`src/rtl/gen_gamma_decoder.sv`:
```
// Two-stage exp-Golomb order-K decoder: one left-aligned codeword in per cycle,
// {err, value} out two edges later.

module gen_gamma_reg #(
    parameter int W = 8
) (
    input  logic         clk_i,
    input  logic         rst_ni,
    input  logic [W-1:0] d_i,
    output logic [W-1:0] q_o
);
    always_ff @(posedge clk_i or negedge rst_ni) begin
        if (!rst_ni) q_o <= '0;
        else         q_o <= d_i;
    end
endmodule

module gen_gamma_sub #(
    parameter int W = 8
) (
    input  logic [W-1:0] a_i,
    input  logic [W-1:0] b_i,
    output logic [W-1:0] d_o
);
    assign d_o = a_i - b_i;
endmodule

module gen_gamma_decoder #(
    parameter int WIDTH = 8,
    parameter int K     = 0
) (
    input  logic             clk,
    input  logic             res_n,
    input  logic [WIDTH-1:0] inp_data,
    output logic [WIDTH:0]   out_data
);
    localparam int ZW = $clog2(WIDTH + 1);
    localparam int LW = $clog2(2 * WIDTH + K + 2);
    localparam logic [WIDTH-1:0] ONE_K = WIDTH'(1) << K;

    logic             vld_q;
    logic [WIDTH-1:0] data_q;
    logic [ZW-1:0]    zeros;
    logic [LW-1:0]    len;
    logic [LW-1:0]    shift;
    logic             err;
    logic [WIDTH-1:0] field;
    logic [WIDTH-1:0] value;
    logic [WIDTH:0]   out_d;

    // vld_q keeps the output at 0 for the first edge after reset instead of
    // decoding the cleared stage-1 word as an error.
    gen_gamma_reg #(.W(WIDTH + 1)) u_stage1 (
        .clk_i  (clk),
        .rst_ni (res_n),
        .d_i    ({1'b1, inp_data}),
        .q_o    ({vld_q, data_q})
    );

    always_comb begin
        zeros = ZW'(WIDTH);
        for (int i = 0; i < WIDTH; i++) begin
            if (data_q[i]) zeros = ZW'(WIDTH - 1 - i);
        end
    end

    assign len   = (LW'(zeros) << 1) + LW'(K + 1);
    assign err   = (zeros == ZW'(WIDTH)) || (len > LW'(WIDTH));
    assign shift = LW'(WIDTH) - len;
    // Right-aligning the top L bits yields M; the leading zeros above it are harmless.
    assign field = data_q >> shift;

    gen_gamma_sub #(.W(WIDTH)) u_sub (
        .a_i (field),
        .b_i (ONE_K),
        .d_o (value)
    );

    always_comb begin
        out_d = '0;
        if (vld_q) begin
            if (err) out_d = {1'b1, {WIDTH{1'b0}}};
            else     out_d = {1'b0, value};
        end
    end

    gen_gamma_reg #(.W(WIDTH + 1)) u_out (
        .clk_i  (clk),
        .rst_ni (res_n),
        .d_i    (out_d),
        .q_o    (out_data)
    );
endmodule

```
`config.mk`:
```
export PLATFORM = sky130hd
export DESIGN_NAME = gen_gamma_decoder
export DESIGN_NICKNAME = d
export VERILOG_FILES = /design/src/rtl/gen_gamma_decoder.sv
export SDC_FILE = /design/constraint.sdc
export NUM_CORES = 1
export LEC_CHECK = 0
export BUFFER_PORTS_ARGS = -buffer_cell sky130_fd_sc_hd__clkbuf_2
export CORE_MARGIN = 2
export CORE_UTILIZATION = 54
export CTS_BUF_LIST = sky130_fd_sc_hd__clkbuf_4 sky130_fd_sc_hd__clkbuf_8 sky130_fd_sc_hd__clkbuf_16
export CTS_CLUSTER_DIAMETER = 200
export DETAILED_ROUTE_END_ITERATION = 8
export PLACE_DENSITY = 0.86
export SYNTH_ARGS = -nofsm -noshare
export SYNTH_HDL_FRONTEND = slang
export SYNTH_HIERARCHICAL = 1
export SYNTH_SLANG_ARGS = --single-unit
```
`constraint.sdc`:
```
create_clock -name clk -period 3.6 [get_ports clk]
set_clock_uncertainty 0.1 [all_clocks]
set_input_delay 0 -clock clk [delete_from_list [all_inputs] [get_ports clk]]
set_output_delay 0 -clock clk [all_outputs]
set_load 0.01 [all_outputs]
```
# After elaboration in Yosys (flattened, before gate mapping)
# Cells that the tools add are included.
dict set report classes {
  order_cmp 1
  mux 10
  eq_ne 1
  n_addsub 3
  reduce_logical 1
  n_shift 1
}
# op count
set ops {}
lappend ops {{$mux W4} 8}
lappend ops {{$mux W9} 2}
lappend ops {{$shr A8 B5 Y8} 1}
lappend ops {{$sub A8 B1 Y8 const B} 1}
lappend ops {{$add A5 B1 Y5 const B} 1}
lappend ops {{$gt A5 B4 Y1 const B} 1}
lappend ops {{$sub A4 B5 Y5 const A} 1}
lappend ops {{$eq A4 B4 Y1 const B} 1}
lappend ops {{$logic_or A1 B1 Y1} 1}
dict set report totals {
  out_inout_bits 9
  in_bits 10
  word_cells 19
  register_bits 18
}

# Depth between registers and ports, before layout
dict set report logic_depth {
  ltp_word 14
  mapped_depth 17
  depth_no_buf 16
}

# Modules after synthesis
# Netlist, hierarchy kept.
# mod seq_area_each_um2 area_each_um2 cells_each n_inst
set by_module_without_submodules {}
lappend by_module_without_submodules {gen_gamma_reg 225.2 225.2 9 2}
lappend by_module_without_submodules {gen_gamma_decoder 0.0 346.6 55 1}
lappend by_module_without_submodules {gen_gamma_sub 0.0 331.6 43 1}

# Worst setup path after synthesis
# OpenSTA, ideal clock, no wires.
dict set report synth_path {
  path_type {reg2reg}
  startpoint {reg u_stage1.q_o[7]}
  endpoint {reg u_out.q_o[6]}
  required_time_ns 3.433
  setup_time_ns 0.067
  stages_incl_launch_ff 18
  slack_ns 0.315
  t_arrival_ns 3.118
  period_less_slack_ns 3.285
  n_path_buf 1
  cell_sequence {dfrtp_1 clkbuf_1 nor4_1 nand2b_1 ha_1 nor2_1 o211a_1 o21ai_0 a31oi_1 inv_1 ha_1 inv_1 fa_1 a211oi_1 o21bai_1 a21oi_1 xnor2_1 and3_1}
}
dict set report synth_between {
  elab_chain_len 7
  elab_cells_between_ends 10
  classes_between {add/sub: 3; order compare: 1; eq/ne: 1; shift: 1; mux: 3; reduce/logical: 1}
}
# item line
set synth_lines {}
lappend synth_lines {{start: declaration} 10} ;# output logic [W-1:0] q_o
lappend synth_lines {{start signal: assignment} 14} ;# else q_o <= d_i;
lappend synth_lines {{$mux W4} 63} ;# if (data_q[i]) zeros = ZW'(WIDTH - 1 - i);
lappend synth_lines {{$add A5 B1 Y5} 67} ;# assign len = (LW'(zeros) << 1) + LW'(K + 1);
lappend synth_lines {{$sub A4 B5 Y5} 69} ;# assign shift = LW'(WIDTH) - len;
lappend synth_lines {{$shr A8 B5 Y8 (*)} 71} ;# assign field = data_q >> shift;
lappend synth_lines {{named net field[0]} 47} ;# logic [WIDTH-1:0] field;
lappend synth_lines {{$sub A8 B1 Y8 (*)} 25} ;# assign d_o = a_i - b_i;
lappend synth_lines {{named net value[6]} 48} ;# logic [WIDTH-1:0] value;
lappend synth_lines {{$mux W9 (*)} 82} ;# if (err) out_d = {1'b1, {WIDTH{1'b0}}};
lappend synth_lines {{$mux W9 (*)} 81} ;# if (vld_q) begin
lappend synth_lines {{named net out_d[6]} 49} ;# logic [WIDTH:0] out_d;
lappend synth_lines {{end signal: assignment} 14}
lappend synth_lines {{end: declaration} 10}
# Mark *: on every way through the listed nets, which the timed path passes. The rest lies on a longest branch.

# Worst setup path after layout
dict set report layout_path {
  startpoint {reg u_stage1.q_o[2]}
  endpoint {reg u_out.q_o[7]}
}
dict set report layout_between {
  elab_chain_len 12
  elab_cells_between_ends 15
  classes_between {add/sub: 3; order compare: 1; eq/ne: 1; shift: 1; mux: 8; reduce/logical: 1}
}
# item line
set layout_lines {}
lappend layout_lines {{$mux W4 (6 in series)} 63}
lappend layout_lines {{$add A5 B1 Y5} 67}
lappend layout_lines {{$sub A4 B5 Y5} 69}
lappend layout_lines {{$shr A8 B5 Y8 (*)} 71}
lappend layout_lines {{named net field[1]} 47}
lappend layout_lines {{$sub A8 B1 Y8 (*)} 25}
lappend layout_lines {{named net value[7]} 48}
lappend layout_lines {{$mux W9 (*)} 82}
lappend layout_lines {{$mux W9 (*)} 81}
lappend layout_lines {{named net out_d[7]} 49}
# Marks and branches as above.

==> results.json <==
{
  "via_per_inst": 5.18,
  "final_hold_viol_count": 0,
  "slew_viol_final": 0,
  "reg2reg_to": "u_out/q_o[7]",
  "fin_crit_sh": 0.956,
  "grt_overflow": 0,
  "syn2layout_area_growth_pct": 30.2,
  "drc": 0,
  "dp_hpwl_mm": 1.77,
  "top_level_ports": 19,
  "cts-root-buf": "clkbuf_4",
  "drtAntennaViolNets": 0,
  "timing.fmax_mhz": 290,
  "htree_num_levels": 1,
  "grt_max_degree": 19,
  "maxCapViolations": 0,
  "grt_pass1_wl_mm": 4.26,
  "post-synth-top-area-cell": "dfrtp_1",
  "synthTopCellsByArea": "dfrtp_1 (40%), ha_1 (10%), and3_1 (4.4%), inv_1 (4.0%), xnor2_1 (3.9%)",
  "cts_num_sinks": 18,
  "die_area_um2": 2470,
  "cts_made_buffers": 3,
  "yosysSeqAreaShare": 0.399,
  "avgSynthCellArea_um2": 9.73,
  "holdWs_ps": 81.7,
  "wirelength_mm": 2.71,
  "grt_pass1_vias": 985,
  "wl_per_cell_um": 14.5,
  "setup.worst_path.class": "register to register",
  "finalSetupViolations": 0,
  "clock_latency_ps": 280,
  "switching_share": 0.287,
  "start_util": 0.575,
  "fp.dieW_um": 49.7,
  "antenna_found_initial": 0,
  "p_clk_frac": 0.248,
  "crit_path_start_kind": "register",
  "peakVddDrop_uv": 243,
  "drive_gt1_frac": 0.213,
  "row_count": 16,
  "drt_iter0_markers": 20,
  "r2r-start": "u_stage1/q_o[2]",
  "core_um2": 1960,
  "final_nets": 181,
  "dr_total_vias": 969,
  "reg2reg_slack_ps": 160,
  "finalCriticalPeriod_ps": 3440,
  "cp-end-kind": "register",
  "cts_tree": "yes",
  "antenna_cells": 0,
  "p_sw_uw": 138,
  "finalPower_uw": 481,
  "drt-pass1-iter-count": 4,
  "synth.distinct_cells": 38,
  "synth_top_area_frac": 0.399,
  "p_seq_frac": 0.480,
  "p_int_uw": 343,
  "syn_area_um2": 1130,
  "pwr-share-comb": 0.272,
  "power_density_nw_per_um2": 327,
  "worstRegToRegCells": 13,
  "tns_ps": 0,
  "p_leak_nw": 0.726,
  "cp_data_required_time_ps": 3730,
  "status": "finished, final reports clean",
  "critPathLaunch": "u_stage1/q_o[2]",
  "ys_warn_count": 6,
  "grt_setup_unrepaired": "no",
  "critPathMaxFanout": 6,
  "die_h_um": 49.7,
  "clk_transition_reported_paths_ps": 100,
  "hold_path.class": "input pin to asynchronous set/reset pin",
  "place_congestion": 0.805,
  "ys_ff_latch": 18,
  "port_buffers": 18,
  "synthCells": 116,
  "clock_path_buffers": 2,
  "track_usage": 0.229,
  "cp_data_arrival_time_ps": 3570
}
==> sequential cells by signal, indices dropped and copies added, names as in the netlist <==
register	flops
u_out/q_o	9
u_stage1/q_o	9
==> placed cells by master, fill, tap and decap left out, types with 2 or more instances in the layout <==
cell type and n:
clkbuf_2 18, dfrtp_1 17, conb_1 13, inv_1 12, ha_1 9, dlygate4sd3_1 9
nor2_1 8, and3_1 8, a21oi_1 6, o21ai_0 5, xnor2_1 5, nand2_1 4
a31oi_1 4, buf_4 4, nor2b_1 3, clkbuf_4 3, a21o_1 3, nand2b_1 2
o21bai_1 2, nand3b_1 2
==> synthesized netlist by cell type (all sizes together) <==
cell type	number
a311o	1
nor2b	3
a41oi	1
o21bai	2
buf	1
ha	9
o21ai	5
nand2b	2
a21o	4
nor3	1
o31ai	1
xor2	1
o21a	1
nand2	4
nor4	2
conb	2
o2111ai	1
clkbuf	1
o211a	1
a31oi	4
nor4bb	1
and2	1
a21oi	7
inv	12
nor2	8
or2b	1
nand3b	2
a211oi	1
fa	1
dfrtp	18
and3	8
xnor2	5
or3	1
o211ai	2
o31a	1
==> metal layers <==
metal	up-vias	global-route usage	share of wire
met4	0	0.0880	0.022
met1	450	0.277	0.43
met3	6	0.0303	0.033
met5	-	0	0
met2	28	0.409	0.51
li1	485	-	-
==> through the flow <==
step	instance area (µm²)	setup slack (ps)	instances	util
global route	1470	23.9	187	0.749
detailed placement	1310	54.0	173	0.666
finish	1470	158	187	0.749
CTS	1430	25.9	186	0.731
floorplan	1170	315	127	-
global placement	1310	171	173	0.666
==> cells by family after synthesis <==
logic type	count (synthesis)	share of synthesized area
buffers and inverters	14	0.0477
AOI/OAI and AO/OA	32	0.215
other	2	0.00665
adders and majority gates	10	0.118
and+or+nand+nor	34	0.167
DFF	18	0.399
xor gates and xnor gates	6	0.0466
==> power groups by stage <==
| stage | combinational [mW] | sequential [mW] | clock, mW |
|---|---|---|---|
| after CTS | 0.122 | 0.229 | 0.118 |
| after detailed placement | 0.114 | 0.233 | 0 |
| after global routing | 0.146 | 0.233 | 0.132 |
| after global placement | 0.112 | 0.232 | 0 |
| final | 0.131 | 0.231 | 0.119 |
| after floorplan | 0.0757 | 0.236 | 0 |
==> timing repair <==
| action | CTS | global route |
|---|---|---|
| hold buffers | 9 | 0 |
| setup endpoints to repair | 0 | 3 |
| resized for setup | 0 | 5 |
| hold endpoints to repair | 26 | 0 |
| buffers inserted | 0 | 1 |
==> how the worst max path moves through the flow <==
stage	end	slack (ps)
5_1_grt	u_out/q_o[7]	20
6_report	u_out/q_o[7]	160
3_3_place_gp	u_out/q_o[7]	170
2_1_floorplan	u_out/q_o[6]	310
4_1_cts	u_out/q_o[6]	30
3_5_place_dp	u_out/q_o[6]	50
==> cell type report <==
class / count / area, µm²
sequential: 18 / 452
clock buffer: 4 / 36.3
tap: 27 / 33.8
multi-input combinational: 95 / 692
timing repair buffer: 31 / 210
fill: 139 / 493
inverter: 12 / 45.0
==> worst max-delay path: stages, from the launching register on <==
cell,delay (ps)
dfrtp_1,460
nor4_2,350
nand2b_1,200
ha_1,260
nor2_1,170
o211a_1,190
o21ai_0,90
a31oi_1,320
ha_1,290
or2b_1,190
a21oi_2,80
or3_1,350
a31oi_1,170
and3_1,160
No activity file was read; power rests on OpenSTA's default activity.
